File: src/rtl/sum_nbit_serial_pkg.sv
// Shared definitions for the chunk-serial adder/subtractor: FSM state
// encoding and elaboration-time parameter helpers.
package sum_pkg;

   // FSM state encoding. Kept as plain localparams so the encoding is
   // fixed and visible on the debug state output.
   typedef logic [1:0] state_t;
   localparam state_t IDLE = 2'd0;
   localparam state_t RUN  = 2'd1;
   localparam state_t DONE = 2'd2;

   // A configuration is legal when the operand splits into whole chunks.
   function automatic bit chunk_cfg_ok(input int width, input int chunk);
      return (chunk >= 1) && (chunk <= width) && ((width % chunk) == 0);
   endfunction

   // Bits needed to count chunks 0..nchunk-1. Never narrower than one bit,
   // so a single-chunk build still has a legal counter.
   function automatic int idx_width(input int nchunk);
      return (nchunk > 1) ? $clog2(nchunk) : 1;
   endfunction

   // Bits needed to address any bit position of a width-bit word.
   function automatic int bit_index_width(input int width);
      return (width > 1) ? $clog2(width) : 1;
   endfunction

endpackage

File: src/rtl/sum_nbit_serial_if.sv
// Bus interface between a requester and sum_nbit_serial.
//
// Handshake: the requester raises start with sub/a/b/cin valid. The
// request is accepted only on a rising edge where the unit is idle (busy=0
// and done=0); a start seen while busy or done is dropped, not queued.
// Operands are captured on the accepting edge and may change afterwards.
// busy is high for every chunk cycle of the operation. done is a one-cycle
// pulse; sum/cout/ovf are valid from that cycle and hold until the next
// operation completes. state mirrors the FSM for observation only.
interface sum_nbit_serial_if
   import sum_pkg::*;
#(
   parameter int WIDTH = 16
);
   logic             start;
   logic             sub;
   logic [WIDTH-1:0] a;
   logic [WIDTH-1:0] b;
   logic             cin;
   logic             busy;
   logic             done;
   logic [WIDTH-1:0] sum;
   logic             cout;
   logic             ovf;
   state_t           state;

   modport master (
      output start, sub, a, b, cin,
      input  busy, done, sum, cout, ovf, state
   );

   modport slave (
      input  start, sub, a, b, cin,
      output busy, done, sum, cout, ovf, state
   );

endinterface

File: src/rtl/sum_nbit_serial_chunk.sv
// CHUNK-bit combinational ripple-carry adder, the single arithmetic block
// shared by every cycle of a serial operation. Also exports the carry into
// its top bit so the caller can form signed overflow on the last chunk.
module sum_chunk #(
   parameter int CHUNK = 4
) (
   input  logic [CHUNK-1:0] a,
   input  logic [CHUNK-1:0] b,
   input  logic             cin,
   output logic [CHUNK-1:0] s,
   output logic             cout,
   output logic             cmsb
);

   // w_c[i] is the carry into bit i; w_c[CHUNK] is the carry out.
   logic [CHUNK:0] w_c;

   assign w_c[0] = cin;

   for (genvar g = 0; g < CHUNK; g++) begin : g_fa
      assign s[g]     = a[g] ^ b[g] ^ w_c[g];
      assign w_c[g+1] = (a[g] & b[g]) | (w_c[g] & (a[g] ^ b[g]));
   end

   assign cout = w_c[CHUNK];
   assign cmsb = w_c[CHUNK-1];

endmodule

File: src/rtl/sum_nbit_serial.sv
// Multi-cycle WIDTH-bit adder/subtractor. One CHUNK-bit slice is added per
// clock, least significant slice first, through one shared sum_chunk.
// Subtraction is a + ~b + 1: b is inverted and the carry seeded with 1 at
// capture time, so the run phase is identical for both modes.
module sum_nbit_serial
   import sum_pkg::*;
#(
   parameter int WIDTH = 16,
   parameter int CHUNK = 4
) (
   input  logic               clk,
   input  logic               rst,
   sum_nbit_serial_if.slave   bus
);

   localparam int NCHUNK = WIDTH / CHUNK;
   localparam int IDXW   = idx_width(NCHUNK);
   localparam int BW     = bit_index_width(WIDTH);

   localparam logic [IDXW-1:0] LAST_IDX = IDXW'(NCHUNK - 1);

   // Refuse to build an operand that does not split into whole chunks.
   if (!chunk_cfg_ok(WIDTH, CHUNK)) begin : g_cfg_error
      $error("sum_nbit_serial: WIDTH (%0d) must be a multiple of CHUNK (%0d), 1 <= CHUNK <= WIDTH",
             WIDTH, CHUNK);
   end

   // FSM
   state_t r_state;
   state_t w_next_state;

   // Operand, partial-sum and carry registers
   logic [WIDTH-1:0] r_a;
   logic [WIDTH-1:0] r_b;
   logic [WIDTH-1:0] r_s;
   logic             r_carry;
   logic [IDXW-1:0]  r_idx;

   // Result registers, held between completions
   logic [WIDTH-1:0] r_sum;
   logic             r_cout;
   logic             r_ovf;

   // FSM decode
   logic w_busy;
   logic w_done;
   logic w_capture;
   logic w_step;
   logic w_finish;

   // Chunk datapath
   logic [BW-1:0]    w_base;
   logic [CHUNK-1:0] w_a_chunk;
   logic [CHUNK-1:0] w_b_chunk;
   logic [CHUNK-1:0] w_s_chunk;
   logic             w_chunk_cout;
   logic             w_chunk_cmsb;
   logic [WIDTH-1:0] w_s_full;

   // State register: reset always lands in IDLE, abandoning any operation.
   always_ff @(posedge clk or posedge rst) begin
      if (rst) begin
         r_state <= IDLE;
      end else begin
         r_state <= w_next_state;
      end
   end

   // Next state: accept in IDLE, walk the chunks in RUN, one cycle of DONE.
   always_comb begin
      w_next_state = r_state;
      case (r_state)
         IDLE: begin
            if (bus.start) begin
               w_next_state = RUN;
            end
         end
         RUN: begin
            if (r_idx == LAST_IDX) begin
               w_next_state = DONE;
            end
         end
         DONE: begin
            w_next_state = IDLE;
         end
         default: begin
            w_next_state = IDLE;
         end
      endcase
   end

   // Output decode: status flags and datapath strobes from the current state.
   always_comb begin
      w_busy    = 1'b0;
      w_done    = 1'b0;
      w_capture = 1'b0;
      w_step    = 1'b0;
      w_finish  = 1'b0;
      case (r_state)
         IDLE: begin
            w_capture = bus.start;
         end
         RUN: begin
            w_busy   = 1'b1;
            w_step   = 1'b1;
            w_finish = (r_idx == LAST_IDX);
         end
         DONE: begin
            w_done = 1'b1;
         end
         default: begin
         end
      endcase
   end

   // Bit offset of the chunk being processed this cycle.
   assign w_base    = BW'(int'(r_idx) * CHUNK);
   assign w_a_chunk = r_a[w_base +: CHUNK];
   assign w_b_chunk = r_b[w_base +: CHUNK];

   sum_chunk #(
      .CHUNK (CHUNK)
   ) u_chunk (
      .a    (w_a_chunk),
      .b    (w_b_chunk),
      .cin  (r_carry),
      .s    (w_s_chunk),
      .cout (w_chunk_cout),
      .cmsb (w_chunk_cmsb)
   );

   // Partial sum with this cycle's chunk merged in; on the last chunk this
   // is the complete result, so it can be loaded straight into r_sum.
   always_comb begin
      w_s_full                   = r_s;
      w_s_full[w_base +: CHUNK]  = w_s_chunk;
   end

   // Operand capture and chunk stepping. The operands keep their captured
   // value for the whole run, so later bus changes cannot leak in.
   always_ff @(posedge clk or posedge rst) begin
      if (rst) begin
         r_a     <= '0;
         r_b     <= '0;
         r_s     <= '0;
         r_carry <= 1'b0;
         r_idx   <= '0;
      end else if (w_capture) begin
         r_a     <= bus.a;
         r_b     <= bus.b ^ {WIDTH{bus.sub}};
         r_carry <= bus.sub | bus.cin;
         r_idx   <= '0;
      end else if (w_step) begin
         r_s     <= w_s_full;
         r_carry <= w_chunk_cout;
         r_idx   <= w_finish ? '0 : r_idx + 1'b1;
      end
   end

   // Result registers: loaded only on the edge that enters DONE, so they
   // hold the previous result for the whole of the next run.
   always_ff @(posedge clk or posedge rst) begin
      if (rst) begin
         r_sum  <= '0;
         r_cout <= 1'b0;
         r_ovf  <= 1'b0;
      end else if (w_finish) begin
         r_sum  <= w_s_full;
         r_cout <= w_chunk_cout;
         r_ovf  <= w_chunk_cout ^ w_chunk_cmsb;
      end
   end

   assign bus.busy  = w_busy;
   assign bus.done  = w_done;
   assign bus.sum   = r_sum;
   assign bus.cout  = r_cout;
   assign bus.ovf   = r_ovf;
   assign bus.state = r_state;

endmodule

File: src/flat_wrapper.sv
// flat-port wrapper written by rule: the top's interface ports become plain ports
module sum_nbit_serial_flat import sum_pkg::*;
#(
   parameter int WIDTH = 16,
   parameter int CHUNK = 4
)
  (clk, rst, bus_start, bus_sub, bus_a, bus_b, bus_cin, bus_busy, bus_done, bus_sum, bus_cout, bus_ovf, bus_state);
  sum_nbit_serial_if #(.WIDTH(WIDTH)) bus_i ();
  input  logic clk;
  input  logic rst;
  input wire logic [$bits(bus_i.start)-1:0] bus_start;
  input wire logic [$bits(bus_i.sub)-1:0] bus_sub;
  input wire logic [$bits(bus_i.a)-1:0] bus_a;
  input wire logic [$bits(bus_i.b)-1:0] bus_b;
  input wire logic [$bits(bus_i.cin)-1:0] bus_cin;
  output wire logic [$bits(bus_i.busy)-1:0] bus_busy;
  output wire logic [$bits(bus_i.done)-1:0] bus_done;
  output wire logic [$bits(bus_i.sum)-1:0] bus_sum;
  output wire logic [$bits(bus_i.cout)-1:0] bus_cout;
  output wire logic [$bits(bus_i.ovf)-1:0] bus_ovf;
  output wire logic [$bits(bus_i.state)-1:0] bus_state;
  assign bus_i.start = bus_start;
  assign bus_i.sub = bus_sub;
  assign bus_i.a = bus_a;
  assign bus_i.b = bus_b;
  assign bus_i.cin = bus_cin;
  assign bus_busy = bus_i.busy;
  assign bus_done = bus_i.done;
  assign bus_sum = bus_i.sum;
  assign bus_cout = bus_i.cout;
  assign bus_ovf = bus_i.ovf;
  assign bus_state = bus_i.state;
  sum_nbit_serial #(.WIDTH(WIDTH), .CHUNK(CHUNK)) u_core (.clk(clk), .rst(rst), .bus(bus_i));
endmodule
File: config.mk
export PLATFORM = sky130hd
export DESIGN_NAME = sum_nbit_serial_flat
export DESIGN_NICKNAME = d
export VERILOG_FILES = /design/src/rtl/sum_nbit_serial_pkg.sv /design/src/rtl/sum_nbit_serial_if.sv /design/src/rtl/sum_nbit_serial_chunk.sv /design/src/rtl/sum_nbit_serial.sv /design/src/flat_wrapper.sv
export SDC_FILE = /design/constraint.sdc
export NUM_CORES = 1
export LEC_CHECK = 0
export BUFFER_PORTS_ARGS = -buffer_cell sky130_fd_sc_hd__buf_4
export CAP_MARGIN = 20
export CORE_MARGIN = 2
export CORE_UTILIZATION = 30
export CTS_BUF_LIST = sky130_fd_sc_hd__clkbuf_16
export CTS_CLUSTER_SIZE = 16
export DETAILED_ROUTE_END_ITERATION = 7
export SLEW_MARGIN = 20
export SYNTH_ARGS = -nofsm -noshare
export SYNTH_HDL_FRONTEND = slang
export SYNTH_SLANG_ARGS = --single-unit
File: constraint.sdc
create_clock -name clk -period 6.6 [get_ports clk]
set_input_delay 0 -clock clk [delete_from_list [all_inputs] [get_ports clk]]
set_output_delay 0 -clock clk [all_outputs]
set_load 0.01 [all_outputs]
Word-level counts from Yosys, hierarchy flattened
Index checks and enable logic that the tools add are counted.

Bitwise gates (word level): 24. Multiplexer cells: 13. Equal/unequal tests: 5. $add $sub $neg: 2. Reduce and logical (&&, ||, !) cells: 4. Shifts and indexed selects: 4.

Operators with widths (count): 16-bit by 5-bit variable part select with 4-bit output (2); 16-bit bitwise mux (1); 4-bit by 6-bit variable shift with 16-bit output, first input constant (1); 4-bit by 6-bit variable part select with 16-bit output (1); 16-bit XOR (1); 2-bit two-way mux (5); 1-bit XOR (9); 1-bit bitwise AND (8); 1-bit two-way mux (6); 4-bit negator with 6-bit output (1); 1-bit bitwise OR (5); 2-bit == test, second input constant (2); 2-bit case mux with 2 select lines (1); 2-bit AND reduction (2); 2-bit by 1-bit adder with 2-bit output, second input constant (1); 2-bit by 1-bit == test with 1-bit output, second input constant (1); 2-bit zero test (1); 2-bit by 1-bit != test with 1-bit output, second input constant (1); 2-bit != test, second input constant (1); 2-bit nonzero test (1); 1-bit inverter (1).

Flip-flop bits (word level): 71. Word-level logic and storage cells: 61. Bits of input ports: 37.

Longest topological paths before layout
Word-level depth: 12. Gate-level depth with buffers: 13.

Cells and area by module
Synthesis repeated with hierarchy kept, for this count alone.

Cells, all modules: 292. Area, all modules: 3485.8 µm².

Modules (own cells, without submodules): sum_nbit_serial (times used 1, cells an instance 280, area each 3375.7 µm², sequential area each 1776.7 µm²); sum_chunk (times used 1, cells an instance 12, area each 110.1 µm², sequential area each 0.0 µm²).

Worst setup path before layout
OpenSTA, ideal clock, no wires.

Path type: flip-flop to flip-flop. From: register u_core.r_idx[0]. To: register u_core.r_sum[11] (netlist: u_core.bus.sum[11]). Required time: 6.523 ns. Stages on the path, launching flop included: 14. Setup slack: 3.523 ns. Path buffers: 2. Library setup time: 0.077 ns. Data arrival time: 2.999 ns. Cell sequence: dfrtp_1 -> buf_4 -> mux4_2 -> inv_1 -> fa_1 -> inv_1 -> fa_1 -> inv_1 -> fa_1 -> inv_1 -> fa_1 -> buf_1 -> a21oi_1 -> a21oi_1.

Word-level cells in the longest chain between the ends: 11.

Ends and longest elaborated chain: start, declared (line sum_nbit_serial.sv:37) `logic [IDXW-1:0] r_idx;`; start signal, assigned (line sum_nbit_serial.sv:156) `r_idx <= w_finish ? '0 : r_idx + 1'b1;`; 16-bit by 5-bit variable part select with 4-bit output, on equally long branches (line sum_nbit_serial.sv:118, sum_nbit_serial.sv:119); 1-bit XOR (line sum_nbit_serial_chunk.sv:21, sum_nbit_serial_chunk.sv:22); 1-bit bitwise AND (line sum_nbit_serial_chunk.sv:22) `assign w_c[g+1] = (a[g] & b[g]) | (w_c[g] & (a[g] ^ b[g]));`; 1-bit bitwise OR (line sum_nbit_serial_chunk.sv:22); 1-bit bitwise AND (line sum_nbit_serial_chunk.sv:22); 1-bit bitwise OR (line sum_nbit_serial_chunk.sv:22); 1-bit bitwise AND (line sum_nbit_serial_chunk.sv:22); 1-bit bitwise OR (line sum_nbit_serial_chunk.sv:22); 1-bit XOR (line sum_nbit_serial_chunk.sv:21) `assign s[g] = a[g] ^ b[g] ^ w_c[g];`; 4-bit by 6-bit variable part select with 16-bit output (line sum_nbit_serial.sv:136) `w_s_full[w_base +: CHUNK] = w_s_chunk;`; 16-bit bitwise mux (line sum_nbit_serial.sv:136); end signal, assigned (line sum_nbit_serial.sv:168) `r_sum <= w_s_full;`; end, declared (line sum_nbit_serial.sv:40) `logic [WIDTH-1:0] r_sum;`.

Several ways; a longest one is shown, not always the timed one. A chain may end at the register's enable or synchronous reset.

Worst setup path in the final report
From: register u_core.r_idx[0]. To: register u_core.r_sum[3] (netlist: u_core.bus.sum[3]).

The elaborated chain is that of the path after synthesis.

==> impl_metrics.json <==
{
  "synth_adder_area_share_pct": 4.54,
  "synthTopCellsByCount": "71 x dfrtp_1, 34 x nor2_1, 33 x a21oi_1, 17 x xnor2_1, 16 x mux2_1",
  "ctsHtreeMaxLevel": 3,
  "yosys.area_share.simple_pct": 10.6,
  "fp.coreArea_um2": 11000,
  "placed_cells": 475,
  "cts_root_buf": "clkbuf_16",
  "firstDrtPassIters": 4,
  "worst_pin_slew_ps": 900,
  "synth_area_um2": 3420,
  "n_antenna_cell": 0,
  "port_buffers": 58,
  "worstPathRequired_ps": 6850,
  "synth_compound_area_share_pct": 12.0,
  "rsz0062_at_grt": "false",
  "grt_max_degree": 72,
  "synth_flop_cell": "dfrtp_1",
  "wl_per_cell_um": 14.2,
  "max_freq_mhz": 287,
  "start_util_pct": 31.1,
  "cts_buffer_depth": 2,
  "final_max_slew_viol_count": 0,
  "syn_nets": 339,
  "cts_setup_buffers": 0,
  "synth_edf_count": 0,
  "power_mw": 2.37,
  "ant_nets": 0,
  "area_growth_pct": 34.2,
  "nets": 426,
  "rows": 38,
  "num_io_pins": 59,
  "synth_area_leader_cell": "dfrtp_1",
  "period_share_pct": 52.9,
  "synth.area.top_cells": "dfrtp_1 52%, mux2_1 5.3%, mux4_2 5.3%",
  "numCtsBuffers": 9,
  "arrival_ps": 3740,
  "critPathLaunchType": "flip-flop",
  "path_class": "reg2reg",
  "hold_class": "in2reg",
  "cp_max_fo": 18,
  "dieArea_um2": 12300,
  "ir_drop_v": 0.000241,
  "hold_viol_final": 0,
  "crit_path_end_kind": "flip-flop",
  "drc": 0,
  "synthArstFlopShare_pct": 100,
  "clk_latency_ps": 330,
  "skew_ps": 7.59,
  "synth_cell_types": 34,
  "gp_congestion": 0.767,
  "met2_length_mm": 3.44,
  "cts_tree": "done",
  "outcome": "complete, no violations",
  "drt_iter0_drc": 98,
  "setup_viol": 0,
  "period_minus_slack_ps": 3490,
  "synth_xor_area_share_pct": 4.35,
  "seq_area_frac_synth_pct": 52.0,
  "finalInstanceArea_um2": 4590,
  "path_clk_slew_ps": 50,
  "antenna_found_initial": 0,
  "synthMuxAreaShare_pct": 11.5,
  "layout-drive-gt1-share_pct": 24.5,
  "grt_pass1_wl_mm": 12.8,
  "stdcell_count": 524,
  "wl_met3_um": 450,
  "synth_top_family_by_area": "compound AO/OA/AOI/OAI gates",
  "vias_per_cell": 4.73,
  "synth.top_cell.area_share_pct": 52.0,
  "dpl_cell_area_um2": 3970,
  "synth-seq-cells": 71,
  "die_h_um": 111,
  "hpwlAfterDp_mm": 5.11,
  "top_layer": "met4",
  "cts_num_sinks": 71,
  "ys_warn_count": 0,
  "m1WireLength_mm": 3.45,
  "globalRouteTotalUtil_pct": 13.0,
  "yosysMostFrequentCell": "dfrtp_1",
  "pwr_density_cell_nw_per_um2": 516,
  "synth.avg_cell_area_um2": 11.7,
  "grt_pass1_vias": 2498,
  "die_width_um": 111,
  "fin_tns_setup_ps": 0,
  "p_leak_nw": 1.99,
  "relSlewSlack_pct": 40.0,
  "cap_violations": 0,
  "synthCells": 292,
  "overflow": 0,
  "vias": 2477,
  "wl_mm": 7.43
}
## final timing paths
path	startpoint	end	slack (ps)	depth (start not counted)
hold / removal	bus_start	u_core.r_carry$_DFFE_PP0P_	30	3
hold reg to reg	u_core.r_s[9]$_DFFE_PP0P_	u_core.r_s[9]$_DFFE_PP0P_	480	1
setup reg to reg	u_core.r_idx[0]$_DFFE_PP0P_	u_core.bus.sum[3]$_DFFE_PP0P_	3110	11
setup / recovery	u_core.r_idx[0]$_DFFE_PP0P_	u_core.bus.sum[3]$_DFFE_PP0P_	3110	11
min in group asynchronous	rst	u_core.r_b[10]$_DFFE_PP0P_	500	4
max in group asynchronous	rst	u_core.r_b[9]$_DFFE_PP0P_	5500	4
## layout by cell type, fill, tap and decap left out, drive strengths merged, types with 2 or more instances in the layout
master       instances
dfrtp               71
ha                   6
nor2                34
nor4bb               3
mux4                 8
xnor2               17
clkbuf               9
o21ai                2
nand2b              13
a32o                 8
nor2b                8
buf                 63
o21a                 2
mux2                19
a22o                 9
a21oi               33
dlygate4sd3         33
clkinv               5
o221ai               2
fa                   4
inv                 16
a31oi                6
nand2                4
## worst max-delay path, stage by stage (launching register included)
cell and delay, ps:
dfrtp_1 870, mux4_2 590, inv_1 90, fa_1 160, inv_1 50, fa_1 350, inv_1 80, fa_1 200
inv_1 60, fa_1 680, a21oi_1 110, a21oi_1 170
## report_power, final
part           internal, mW  leakage (nW)  switching [mW]
Clock                 0.289         0.140           0.178
Sequential            0.633         0.858           0.144
Combinational         0.536         0.994           0.590
Total                  1.46          1.99           0.911
## logic make-up (layout without fill, tap and decap cells)
logic type      count (synthesis)  after routing
flops                          71             71
simple gates                   68             68
compound gates                 63             63
buf+inv                        36            128
mux                            27             27
xor+xnor                       17             17
fa+ha+maj                      10             10
## state kept, by name, indices dropped and copies added (netlist names), 2 cells and up
register and flops:
u_core.bus.sum 16, u_core.r_a 16, u_core.r_b 16, u_core.r_s 16, u_core.bus.state 2, u_core.r_idx 2
## repair_timing
action / in CTS / in global routing
endpoints found under the hold margin: 103 / 0
hold buffers: 33 / 0
gates resized for setup: 0 / 0
## through the flow
| stage | setup WS, ps | util, % | hold slack [ps] |
|---|---|---|---|
| finish | 3110 | 41.8 | 25.5 |
| global placement | 3160 | 36.1 | 219 |
| global route | 2830 | 41.8 | 57.0 |
| CTS | 3080 | 41.8 | 21.5 |
| floorplan | 3520 | - | 135 |
| detailed placement | 3100 | 36.1 | 221 |
## metal layers
metal / global-route usage [%] / up-vias
met3: 3.50 / 10
met1: 18.0 / 1200
met5: 0 / -
li1: - / 1185
met2: 20.0 / 82
met4: 3.75 / 0
## layout make-up
cell class                 instances  area (um2)
fill                            1043        6390
timing repair buffer              96         803
clock inverter                     7        63.8
tap                              140         175
inverter                          16        60.1
sequential                        71        1780
clock buffer                       9         225
multi-input combinational        185        1480
No activity file was read; power rests on OpenSTA's default activity.
